$ cat src/rtl/rf_wb_pkg.sv
// Shared widths and the write-queue entry type for the register-file writeback controller.
package rf_wb_pkg;

  localparam int DATA_W   = 32;
  localparam int ADDR_W   = 5;
  localparam int NUM_REGS = 1 << ADDR_W;
  localparam int DEPTH    = 4;

  typedef struct packed {
    logic [ADDR_W-1:0] rd;
    logic [DATA_W-1:0] data;
  } wb_entry_t;

endpackage

$ cat src/rtl/rf_writeback_ctrl_if.sv
// Bundle of producer, write-port and decode signals around the writeback controller.
// RF_WB_FWD_EN adds the two forwarding lookup ports.
interface rf_writeback_ctrl_if;
  import rf_wb_pkg::*;

  logic                alu_valid;
  logic                alu_ready;
  logic [ADDR_W-1:0]   alu_rd;
  logic [DATA_W-1:0]   alu_data;
  logic                ld_valid;
  logic                ld_ready;
  logic [ADDR_W-1:0]   ld_rd;
  logic [DATA_W-1:0]   ld_data;
  logic                wr_hold;
  logic                wr_en;
  logic [ADDR_W-1:0]   wr_reg;
  logic [DATA_W-1:0]   wr_data;
  logic                issue_valid;
  logic [ADDR_W-1:0]   issue_rd;
  logic                issue_ready;
  logic [NUM_REGS-1:0] pending;
`ifdef RF_WB_FWD_EN
  logic [ADDR_W-1:0]   rd_a;
  logic [ADDR_W-1:0]   rd_b;
  logic                fwd_a_hit;
  logic                fwd_b_hit;
  logic [DATA_W-1:0]   fwd_a_data;
  logic [DATA_W-1:0]   fwd_b_data;
`endif

  modport slave (
`ifdef RF_WB_FWD_EN
    input  rd_a, rd_b,
    output fwd_a_hit, fwd_b_hit, fwd_a_data, fwd_b_data,
`endif
    input  alu_valid, alu_rd, alu_data, ld_valid, ld_rd, ld_data,
    input  wr_hold, issue_valid, issue_rd,
    output alu_ready, ld_ready, wr_en, wr_reg, wr_data, issue_ready, pending
  );

  modport master (
`ifdef RF_WB_FWD_EN
    output rd_a, rd_b,
    input  fwd_a_hit, fwd_b_hit, fwd_a_data, fwd_b_data,
`endif
    output alu_valid, alu_rd, alu_data, ld_valid, ld_rd, ld_data,
    output wr_hold, issue_valid, issue_rd,
    input  alu_ready, ld_ready, wr_en, wr_reg, wr_data, issue_ready, pending
  );

endinterface

$ cat src/rtl/rf_writeback_ctrl_fifo.sv
// Synchronous write queue of wb_entry_t; storage is exposed so the top can search it for forwarding.
module wb_fifo
  import rf_wb_pkg::*;
#(
  parameter int DEPTH = rf_wb_pkg::DEPTH,
  localparam int PTR_W = $clog2(DEPTH)
) (
  input  logic             clk,
  input  logic             res,
  input  logic             push,
  input  wb_entry_t        push_entry,
  input  logic             pop,
  output wb_entry_t        head,
  output logic [PTR_W:0]   count,
  output logic [PTR_W-1:0] rd_ptr,
  output wb_entry_t        entries [DEPTH]
);

  wb_entry_t        mem_reg [DEPTH];
  logic [PTR_W-1:0] wr_ptr_reg;
  logic [PTR_W-1:0] rd_ptr_reg;
  logic [PTR_W:0]   count_reg;
  logic             push_ok;
  logic             pop_ok;

  assign push_ok = push & (count_reg != (PTR_W+1)'(DEPTH));
  assign pop_ok  = pop & (count_reg != '0);

  // Storage carries no reset: the pointers alone define which slots are live.
  always_ff @(posedge clk) begin
    if (push_ok) begin
      mem_reg[wr_ptr_reg] <= push_entry;
    end
  end

  always_ff @(posedge clk) begin
    if (res) begin
      wr_ptr_reg <= '0;
      rd_ptr_reg <= '0;
      count_reg  <= '0;
    end else begin
      if (push_ok) begin
        wr_ptr_reg <= wr_ptr_reg + 1'b1;
      end
      if (pop_ok) begin
        rd_ptr_reg <= rd_ptr_reg + 1'b1;
      end
      if (push_ok && !pop_ok) begin
        count_reg <= count_reg + 1'b1;
      end else if (pop_ok && !push_ok) begin
        count_reg <= count_reg - 1'b1;
      end
    end
  end

  assign head   = mem_reg[rd_ptr_reg];
  assign count  = count_reg;
  assign rd_ptr = rd_ptr_reg;

  for (genvar gi = 0; gi < DEPTH; gi++) begin : g_entries
    assign entries[gi] = mem_reg[gi];
  end

endmodule

$ cat src/rtl/rf_writeback_ctrl.sv
// Register-file writeback controller: load/ALU arbitration, write queue, output stage and RAW scoreboard.
// Build option RF_WB_FWD_EN adds combinational forwarding lookups over the queued writes.
module rf_writeback_ctrl
  import rf_wb_pkg::*;
#(
  parameter int DEPTH = rf_wb_pkg::DEPTH,
  parameter int CNT_W = 2
) (
  input logic                clk,
  input logic                res,
  rf_writeback_ctrl_if.slave bus
);

  localparam int PTR_W = $clog2(DEPTH);
  localparam logic [CNT_W-1:0] CNT_MAX = '1;

  wb_entry_t        in_entry;
  wb_entry_t        head_entry;
  wb_entry_t        q_entries [DEPTH];
  logic [PTR_W:0]   q_count;
  logic [PTR_W-1:0] q_rd_ptr;
  logic             q_full;
  logic             q_nonempty;
  logic             ld_acc;
  logic             alu_acc;
  logic             push;
  logic             pop;

  logic              out_v_reg;
  logic [ADDR_W-1:0] out_rd_reg;
  logic [DATA_W-1:0] out_data_reg;
  logic              wr_en_int;

  logic                issue_ready_int;
  logic                issue_fire;
  logic [NUM_REGS-1:0] pend_vec;
  logic [NUM_REGS-1:0] full_vec;

  // Readiness looks at occupancy only, so a full queue never takes credit for a same-edge pop.
  assign q_full     = (q_count == (PTR_W+1)'(DEPTH));
  assign q_nonempty = (q_count != '0);
  assign ld_acc     = bus.ld_valid & ~q_full;
  assign alu_acc    = bus.alu_valid & ~q_full & ~bus.ld_valid;

  always_comb begin
    in_entry.rd   = ld_acc ? bus.ld_rd   : bus.alu_rd;
    in_entry.data = ld_acc ? bus.ld_data : bus.alu_data;
  end

  // Results aimed at r0 are handshaken but dropped here.
  assign push = (ld_acc | alu_acc) & (in_entry.rd != '0);
  assign pop  = ~bus.wr_hold & q_nonempty;

  wb_fifo #(.DEPTH(DEPTH)) u_fifo (
    .clk        (clk),
    .res        (res),
    .push       (push),
    .push_entry (in_entry),
    .pop        (pop),
    .head       (head_entry),
    .count      (q_count),
    .rd_ptr     (q_rd_ptr),
    .entries    (q_entries)
  );

  always_ff @(posedge clk) begin
    if (res) begin
      out_v_reg    <= 1'b0;
      out_rd_reg   <= '0;
      out_data_reg <= '0;
    end else if (!bus.wr_hold) begin
      if (q_nonempty) begin
        out_v_reg    <= 1'b1;
        out_rd_reg   <= head_entry.rd;
        out_data_reg <= head_entry.data;
      end else begin
        out_v_reg <= 1'b0;
      end
    end
  end

  assign wr_en_int     = out_v_reg & ~bus.wr_hold;
  assign bus.wr_en     = wr_en_int;
  assign bus.wr_reg    = out_rd_reg;
  assign bus.wr_data   = out_data_reg;
  assign bus.ld_ready  = ~q_full;
  assign bus.alu_ready = ~q_full & ~bus.ld_valid;

  assign issue_ready_int = ~full_vec[bus.issue_rd];
  assign issue_fire      = bus.issue_valid & issue_ready_int & (bus.issue_rd != '0);
  assign bus.issue_ready = issue_ready_int;
  assign bus.pending     = pend_vec;

  // One saturating producer counter per architectural register; r0 has none.
  for (genvar gi = 0; gi < NUM_REGS; gi++) begin : g_sb
    if (gi == 0) begin : g_zero
      assign pend_vec[gi] = 1'b0;
      assign full_vec[gi] = 1'b0;
    end else begin : g_cnt
      logic [CNT_W-1:0] cnt_reg;
      logic             inc;
      logic             dec;

      assign inc = issue_fire & (bus.issue_rd == ADDR_W'(gi));
      assign dec = wr_en_int & (out_rd_reg == ADDR_W'(gi));

      always_ff @(posedge clk) begin
        if (res) begin
          cnt_reg <= '0;
        end else if (inc && !dec && cnt_reg != CNT_MAX) begin
          cnt_reg <= cnt_reg + 1'b1;
        end else if (dec && !inc && cnt_reg != '0) begin
          cnt_reg <= cnt_reg - 1'b1;
        end
      end

      assign pend_vec[gi] = (cnt_reg != '0);
      assign full_vec[gi] = (cnt_reg == CNT_MAX);
    end
  end

`ifdef RF_WB_FWD_EN
  logic [ADDR_W-1:0] fwd_rd [2];

  assign fwd_rd[0] = bus.rd_a;
  assign fwd_rd[1] = bus.rd_b;

  // Scan oldest to youngest so the last match left standing is the youngest writer.
  for (genvar gi = 0; gi < 2; gi++) begin : g_fwd
    logic              hit;
    logic [DATA_W-1:0] data;
    logic [PTR_W-1:0]  idx;

    always_comb begin
      hit  = 1'b0;
      data = '0;
      idx  = '0;
      if (out_v_reg && out_rd_reg == fwd_rd[gi]) begin
        hit  = 1'b1;
        data = out_data_reg;
      end
      for (int i = 0; i < DEPTH; i++) begin
        idx = q_rd_ptr + PTR_W'(i);
        if (((PTR_W+1)'(i) < q_count) && (q_entries[idx].rd == fwd_rd[gi])) begin
          hit  = 1'b1;
          data = q_entries[idx].data;
        end
      end
      if (fwd_rd[gi] == '0) begin
        hit = 1'b0;
      end
    end
  end

  assign bus.fwd_a_hit  = g_fwd[0].hit;
  assign bus.fwd_a_data = g_fwd[0].data;
  assign bus.fwd_b_hit  = g_fwd[1].hit;
  assign bus.fwd_b_data = g_fwd[1].data;
`endif

endmodule
$ cat src/flat_wrapper.sv
// flat-port wrapper written by rule: the top's interface ports become plain ports
module rf_writeback_ctrl_flat import rf_wb_pkg::*;
#(
  parameter int DEPTH = rf_wb_pkg::DEPTH,
  parameter int CNT_W = 2
)
  (clk, res, bus_alu_valid, bus_alu_rd, bus_alu_data, bus_ld_valid, bus_ld_rd, bus_ld_data, bus_wr_hold, bus_issue_valid, bus_issue_rd, bus_alu_ready, bus_ld_ready, bus_wr_en, bus_wr_reg, bus_wr_data, bus_issue_ready, bus_pending);
  rf_writeback_ctrl_if bus_i ();
  input logic clk;
  input logic res;
  input wire logic [$bits(bus_i.alu_valid)-1:0] bus_alu_valid;
  input wire logic [$bits(bus_i.alu_rd)-1:0] bus_alu_rd;
  input wire logic [$bits(bus_i.alu_data)-1:0] bus_alu_data;
  input wire logic [$bits(bus_i.ld_valid)-1:0] bus_ld_valid;
  input wire logic [$bits(bus_i.ld_rd)-1:0] bus_ld_rd;
  input wire logic [$bits(bus_i.ld_data)-1:0] bus_ld_data;
  input wire logic [$bits(bus_i.wr_hold)-1:0] bus_wr_hold;
  input wire logic [$bits(bus_i.issue_valid)-1:0] bus_issue_valid;
  input wire logic [$bits(bus_i.issue_rd)-1:0] bus_issue_rd;
  output wire logic [$bits(bus_i.alu_ready)-1:0] bus_alu_ready;
  output wire logic [$bits(bus_i.ld_ready)-1:0] bus_ld_ready;
  output wire logic [$bits(bus_i.wr_en)-1:0] bus_wr_en;
  output wire logic [$bits(bus_i.wr_reg)-1:0] bus_wr_reg;
  output wire logic [$bits(bus_i.wr_data)-1:0] bus_wr_data;
  output wire logic [$bits(bus_i.issue_ready)-1:0] bus_issue_ready;
  output wire logic [$bits(bus_i.pending)-1:0] bus_pending;
  assign bus_i.alu_valid = bus_alu_valid;
  assign bus_i.alu_rd = bus_alu_rd;
  assign bus_i.alu_data = bus_alu_data;
  assign bus_i.ld_valid = bus_ld_valid;
  assign bus_i.ld_rd = bus_ld_rd;
  assign bus_i.ld_data = bus_ld_data;
  assign bus_i.wr_hold = bus_wr_hold;
  assign bus_i.issue_valid = bus_issue_valid;
  assign bus_i.issue_rd = bus_issue_rd;
  assign bus_alu_ready = bus_i.alu_ready;
  assign bus_ld_ready = bus_i.ld_ready;
  assign bus_wr_en = bus_i.wr_en;
  assign bus_wr_reg = bus_i.wr_reg;
  assign bus_wr_data = bus_i.wr_data;
  assign bus_issue_ready = bus_i.issue_ready;
  assign bus_pending = bus_i.pending;
  rf_writeback_ctrl #(.DEPTH(DEPTH), .CNT_W(CNT_W)) u_core (.clk(clk), .res(res), .bus(bus_i));
endmodule
$ cat config.mk
export PLATFORM = sky130hd
export DESIGN_NAME = rf_writeback_ctrl_flat
export DESIGN_NICKNAME = d
export VERILOG_FILES = /design/src/rtl/rf_wb_pkg.sv /design/src/rtl/rf_writeback_ctrl_if.sv /design/src/rtl/rf_writeback_ctrl_fifo.sv /design/src/rtl/rf_writeback_ctrl.sv /design/src/flat_wrapper.sv
export SDC_FILE = /design/constraint.sdc
export NUM_CORES = 1
export LEC_CHECK = 0
export ABC_AREA = 1
export CORE_MARGIN = 1.5
export CORE_UTILIZATION = 50
export CTS_BUF_LIST = sky130_fd_sc_hd__clkbuf_4 sky130_fd_sc_hd__clkbuf_8 sky130_fd_sc_hd__clkbuf_16
export DETAILED_ROUTE_END_ITERATION = 8
export PLACE_DENSITY = 0.75
export SLEW_MARGIN = 10
export SYNTH_ARGS = -nofsm -noshare
export SYNTH_HDL_FRONTEND = slang
export SYNTH_SLANG_ARGS = --single-unit
$ cat constraint.sdc
create_clock -name clk -period 5.1 [get_ports clk]
set_input_delay 1.02 -clock clk [delete_from_list [all_inputs] [get_ports clk]]
set_output_delay 1.02 -clock clk [all_outputs]
set_load 0.05 [all_outputs]
== Yosys cells after proc, flatten, opt, wreduce, memory -nomap -nowiden ==
Memory sizes are Yosys's and may differ from the RTL's. A register that Yosys moved wholly into a read port is not among the register bits.
Cells that the tools add are included.

* Bits in registers: 70
* RAM bits: 148
* Input bits: 85
* Output and inout bits: 73
* Word-level logic and storage cells: 635
* Memories kept: 1

* Add/sub/neg operators: 66
* $lt $le $gt $ge: 1
* Equal/unequal tests: 126
* Multiplexer cells: 71
* Bitwise operators: 78
* Reduce and logical (&&, ||, !) cells: 257

{| class="wikitable"
|+ Memories
! memory !! words !! bits a word !! read ports !! clocked after Yosys merged registers in !! wr ports !! line !! source
|-
| u_core.u_fifo.mem_reg || 4 || 37 || 1 || 1 || 1 || rf_writeback_ctrl_fifo.sv:19 || <nowiki>wb_entry_t mem_reg [DEPTH];</nowiki>
|}

{| class="wikitable"
|+ Operators with widths
! kind !! number
|-
| equality test 5 bit, second input constant || 32
|-
| logical AND 1 bit || 126
|-
| nonzero test 2 bit || 63
|-
| 2-to-1 mux 2 bit || 62
|-
| equality test 5 x 4 -> 1 bit, second input constant || 16
|-
| bitwise AND 1 bit || 73
|-
| adder 2 x 1 -> 2 bit, second input constant || 33
|-
| logical NOT 1 bit || 64
|-
| equality test 2 bit, second input constant || 31
|-
| != test 2 bit, second input constant || 31
|-
| subtractor 2 x 1 -> 2 bit, second input constant || 31
|-
| equality test 5 x 3 -> 1 bit, second input constant || 8
|-
| 2-to-1 mux 32 bit || 1
|-
| equality test 5 x 2 -> 1 bit, second input constant || 4
|-
| equality test 5 x 1 -> 1 bit, second input constant || 2
|-
| nonzero test 5 bit || 2
|-
| less-than comparator 5 x 6 -> 1 bit, second input constant || 1
|-
| 2-to-1 mux 3 bit || 2
|-
| binary-select mux 1 bit (select 5 bit) || 1
|-
| 2-to-1 mux 5 bit || 1
|-
| 2-to-1 mux 1 bit || 4
|-
| NOT 1 bit || 4
|-
| adder 3 x 1 -> 3 bit, second input constant || 1
|-
| equality test 3 bit, second input constant || 1
|-
| 5 further kinds || 5
|}

== Depth between registers and ports, before layout ==
* Depth after elaboration: 12
* Gate-level depth with buffers: 17

== Hierarchy ==
From an unflattened synthesis, not the netlist that was laid out.

* Cell total of the unflattened synthesis: 1447
* Area, all modules: 12246.7 um2

{| class="wikitable"
|+ Modules (own cells, without submodules)
! module !! instances !! cells an instance !! area each (um2)
|-
| rf_writeback_ctrl || 1 || 1021 || 6278.5
|-
| wb_fifo || 1 || 426 || 5968.2
|}

== Worst setup path before layout ==
Ideal clock, no wire load.

* Kind: input port to flip-flop
* From: in bus_ld_valid
* To: mem u_core.u_fifo.mem_reg[0][0] in the netlist's numbering, enable pin
* Library setup time: 431 ps
* Data arrival time: 3537 ps
* Path slack: 1131 ps
* Stages: 8
* Path through: clkbuf_1 -> nand2_1 -> buf_2 -> nand2_1 -> o21ai_0 -> nand3_1 -> o211ai_2 -> nor2_1

* Cells in the longest elaborated chain, start to end: 7

{| class="wikitable"
|+ Ends and longest elaborated chain
! item !! line !! source
|-
| start, declared || flat_wrapper.sv:14 || <nowiki>input wire logic [$bits(bus_i.ld_valid)-1:0] bus_ld_valid;</nowiki>
|-
| bitwise AND 1 bit / NOT 1 bit (equally long branches) || rf_writeback_ctrl.sv:42, rf_writeback_ctrl.sv:43 ||
|-
| 2-to-1 mux 5 bit / bitwise AND 1 bit (equally long branches) || rf_writeback_ctrl.sv:46, rf_writeback_ctrl.sv:43 ||
|-
| nonzero test 5 bit / OR 1 bit (equally long branches) || rf_writeback_ctrl.sv:51 || <nowiki>assign push = (ld_acc | alu_acc) & (in_entry.rd != '0);</nowiki>
|-
| bitwise AND 1 bit * || rf_writeback_ctrl.sv:51 ||
|-
| bitwise AND 1 bit * || rf_writeback_ctrl_fifo.sv:26 || <nowiki>assign push_ok = push & (count_reg != (PTR_W+1)'(DEPTH));</nowiki>
|-
| 2-to-1 mux 1 bit * || rf_writeback_ctrl_fifo.sv:31 || <nowiki>if (push_ok) begin</nowiki>
|-
| 2-to-1 mux 1 bit (not written as such) * || rf_writeback_ctrl_fifo.sv:32 || <nowiki>mem_reg[wr_ptr_reg] <= push_entry;</nowiki>
|-
| end, declared || rf_writeback_ctrl_fifo.sv:19 ||
|}

Every way passes the cells marked *; elsewhere a longest branch is shown, timed or not.

== Worst setup path in the final report ==
* From: in bus_issue_rd[1]
* To: out bus_issue_ready

* Cells in the longest elaborated chain, start to end: 3

{| class="wikitable"
|+ Ends and longest elaborated chain
! item !! line !! source
|-
| start, declared || flat_wrapper.sv:19 || <nowiki>input wire logic [$bits(bus_i.issue_rd)-1:0] bus_issue_rd;</nowiki>
|-
| binary-select mux 1 bit (select 5 bit) || rf_writeback_ctrl.sv:89 || <nowiki>assign issue_ready_int = ~full_vec[bus.issue_rd];</nowiki>
|-
| 2-to-1 mux 1 bit (not written as such) || rf_writeback_ctrl.sv:89 ||
|-
| NOT 1 bit || rf_writeback_ctrl.sv:89 ||
|-
| end, declared || flat_wrapper.sv:25 || <nowiki>output wire logic [$bits(bus_i.issue_ready)-1:0] bus_issue_ready;</nowiki>
|}

No other way between the ends. The select of a mux whose other input is x is not followed.

==> results.cfg <==
[place]
io_buffers = 156
place.detailed.instances = 1863
dp_hpwl_um = 20450
finalWeightedCongestion = 0.9262
pre_cts_ws_ns = 0.8037

[worst_setup_path]
critical_path_peak_fanout = 33
critical_path.startpoint_type = input port
worst_ep_required_time_ns = 4.08
r2r-end = u_core.u_fifo.count[2]$_SDFFE_PP0P_
setup.worst_path.class = in2out
reg2reg_depth = 16
timing.reg2reg.setup_slack_ns = 1.99
r2r_start = u_core.u_fifo.count[1]$_SDFFE_PP0P_
worst-endpoint-arrival_ns = 3.30
cp-end-kind = primary output

[die]
fp.dieH_um = 161.2
initial_core_util_pct = 51.13
fp.dieW_um = 161.2
core-area_um2 = 24460
design.die.area_um2 = 25970
rows = 57
design.portCount = 158

[global_routing]
grt_first_pass_wirelength_um = 49790
grt_start_max_net_pins = 76
antenna_found_initial = 1
grt_pass1_vias = 9816
track_usage_pct = 24.03
grt_remaining_overflow = 0

[logic_synthesis]
synth_seq_cells = 255
ys.warnings.count = 0
total_standard_cell_area_after_synthesis_um2 = 12510
synthDominantCellAreaShare_pct = 35.53
synth_cells = 1434
synth-seq-area-share_pct = 52.66
netlist-cell-type-count = 38
syn-mean-instance-area_um2 = 8.722
netlist_top_cells_area = edfxtp_1 36%, dfxtp_1 17%, nor2_1 8.6%, nand2_1 6.5%, o21ai_0 4.8%
syn-num-nets = 1525
synth_area_leader_cell = edfxtp_1

[power_and_ir_drop]
cellPowerDensity_nw_per_um2 = 432.7
total_power_mw = 6.578
ir_drop_uv = 347.5
p_leak_nw = 5.513

[cts]
cts.clk_slew.worst_paths_ns = 0.06
max_buffers_root_to_sink = 3
tritoncts_num_sinks = 255
cts-buffers-inserted = 27
post_cts.resized_instances = 0
cts.root.buffer_cell = clkbuf_16
postCtsSetupBuffers = 0
clock_tree.htree_level_count = 1
clock_insertion_delay_worst_skew_ns = 0.56
tritoncts = built
hold_buffers_post_cts = 0

[job]
drv.max_cap_violation_count = 0

[timing]
grt_setup_unrepaired = no
period_minus_slack_ns = 4.321
finalHoldViolations = 0
clock-skew-final_ns = 0.01464
final.period_utilization_pct = 84.73
timing.final.ws_setup_ns = 0.7789
report.final.slew_viol_count = 0
setup-tns-final_ns = 0
achievable_clock_frequency_mhz = 231.4
finalSetupViolCount = 0
slew-limit-headroom_pct = 38.83
timing_worst_slew_pin_value_ns = 0.9166

[hold_path]
hold_path.startpoint = u_core.out_v_reg$_SDFFE_PP0N_
hold_path.class = reg2reg
whs_path_depth = 2
worst_hold_path.endpoint = u_core.out_v_reg$_SDFFE_PP0N_

[status]
status = finished clean

[route]
wire_per_inst_um = 16.35
vias = 10272
vias_per_cell = 5.372
number_of_search_and_repair_iterations_in_the_first_detailed_routing_pass = 6
detail_route.iter0.violations = 829
drt_drc_violations_left = 0
drtAntennaViolNets = 0
detail_route.wirelength_um = 31270

[layout]
nNetsFinal = 1659
largest_register_ff_count = 148
areaGrowthSynthToFinish_pct = 21.55
num_antenna_cells = 0
non_filler_cells_final = 1912
drive_gt1_share_pct = 13.48
worst max-delay path, cell delays in order:
cell and delay, ns:
clkdlybuf4s50_1 1.05, inv_4 0.14, nor2_4 0.18, nand3_1 0.12, a21oi_1 0.14, nor2_1 0.07, nand3_2 0.12, nand2_8 0.22
buf_12 0.23
power by group:
group,total (mW),switching (mW),internal [mW]
logic,1.86,1.30,0.556
clock network,1.93,0.817,1.11
registers,2.79,0.144,2.65
placed cells by master (no fill, tap or decap), drive strengths merged:
master and instances:
a21oi 74, a31oi 39, buf 18, bufinv 1, clkbuf 40, clkdlybuf4s50 155
clkinv 6, clkinvlp 1, conb 1, dfxtp 107, edfxtp 148, fa 1
ha 5, inv 127, mux2 32, nand2 223, nand3 112, nand3b 2
nand4 40, nor2 294, nor3 10, o211ai 1, o21ai 121, or2 30
how the worst max path moves through the flow:
stage	slack, ns	to	startpoint
2_1_floorplan	1.13	u_core.u_fifo.mem_reg[0][0]$_DFFE_PP_	bus_ld_valid
3_3_place_gp	0.82	bus_issue_ready	bus_issue_rd[1]
3_5_place_dp	0.80	bus_issue_ready	bus_issue_rd[1]
4_1_cts	0.78	bus_issue_ready	bus_issue_rd[1]
5_1_grt	0.64	bus_issue_ready	bus_issue_rd[1]
6_report	0.78	bus_issue_ready	bus_issue_rd[1]
Yosys cell counts:
master and instances:
mux2_2 32, nor3_1 10, ha_1 5, clkinv_1 1, nor2_1 287, nand4_2 24
nand4_1 16, nor2_8 1, a21oi_2 1, clkbuf_1 39, or2_2 30, a31oi_1 39
nand2_8 3, inv_8 1, nand3b_1 2, inv_2 7, o21ai_1 1, buf_1 9
dfxtp_1 107, nand3_1 83, a21oi_1 73, buf_4 1, o211ai_2 1, nor2_2 4
nand2_1 215, buf_2 11, nand2_2 4, buf_6 4, nand3_2 29, edfxtp_1 148
o21ai_0 120, inv_4 1, nor2_4 2, buf_8 4, nand2_4 1, inv_1 116
conb_1 1, fa_1 1
cell families after synthesis:
kind of cell / after synthesis / synth area share (%)
and+or+nand+nor: 711 / 27.24
DFF: 255 / 52.66
AOI/OAI and AO/OA: 235 / 9.884
buffers and inverters: 194 / 6.643
muxes: 32 / 2.881
adders and majority gates: 6 / 0.6603
other: 1 / 0.02998
layout make-up:
class | count | area [um2]
Tap cell | 324 | 405.4
Sequential cell | 255 | 6588
Inverter | 126 | 483.0
Fill cell | 2065 | 9260
Clock buffer | 40 | 773.2
Clock inverter | 9 | 93.84
Multi-Input combinational cell | 985 | 5135
Timing Repair Buffer | 173 | 1724
routing by layer:
| layer | track usage [%] | up-vias | share of wire [%] |
|---|---|---|---|
| li1 | - | 5101 | - |
| met1 | 30.13 | 4780 | 42 |
| met2 | 41.79 | 328 | 49 |
| met3 | 4.006 | 61 | 6.1 |
| met4 | 8.754 | 2 | 2.9 |
| met5 | 0 | - | 0.042 |
stage by stage:
step	hold slack, ns	util, %	area, um2
after floorplan	0.4364	-	12510
after global placement	0.4435	58.60	14340
after detailed placement	0.4506	58.60	14340
after CTS	0.4592	62.15	15200
after global routing	0.4774	62.15	15200
final	0.4558	62.15	15200
Power figures use the tool's default switching activity.
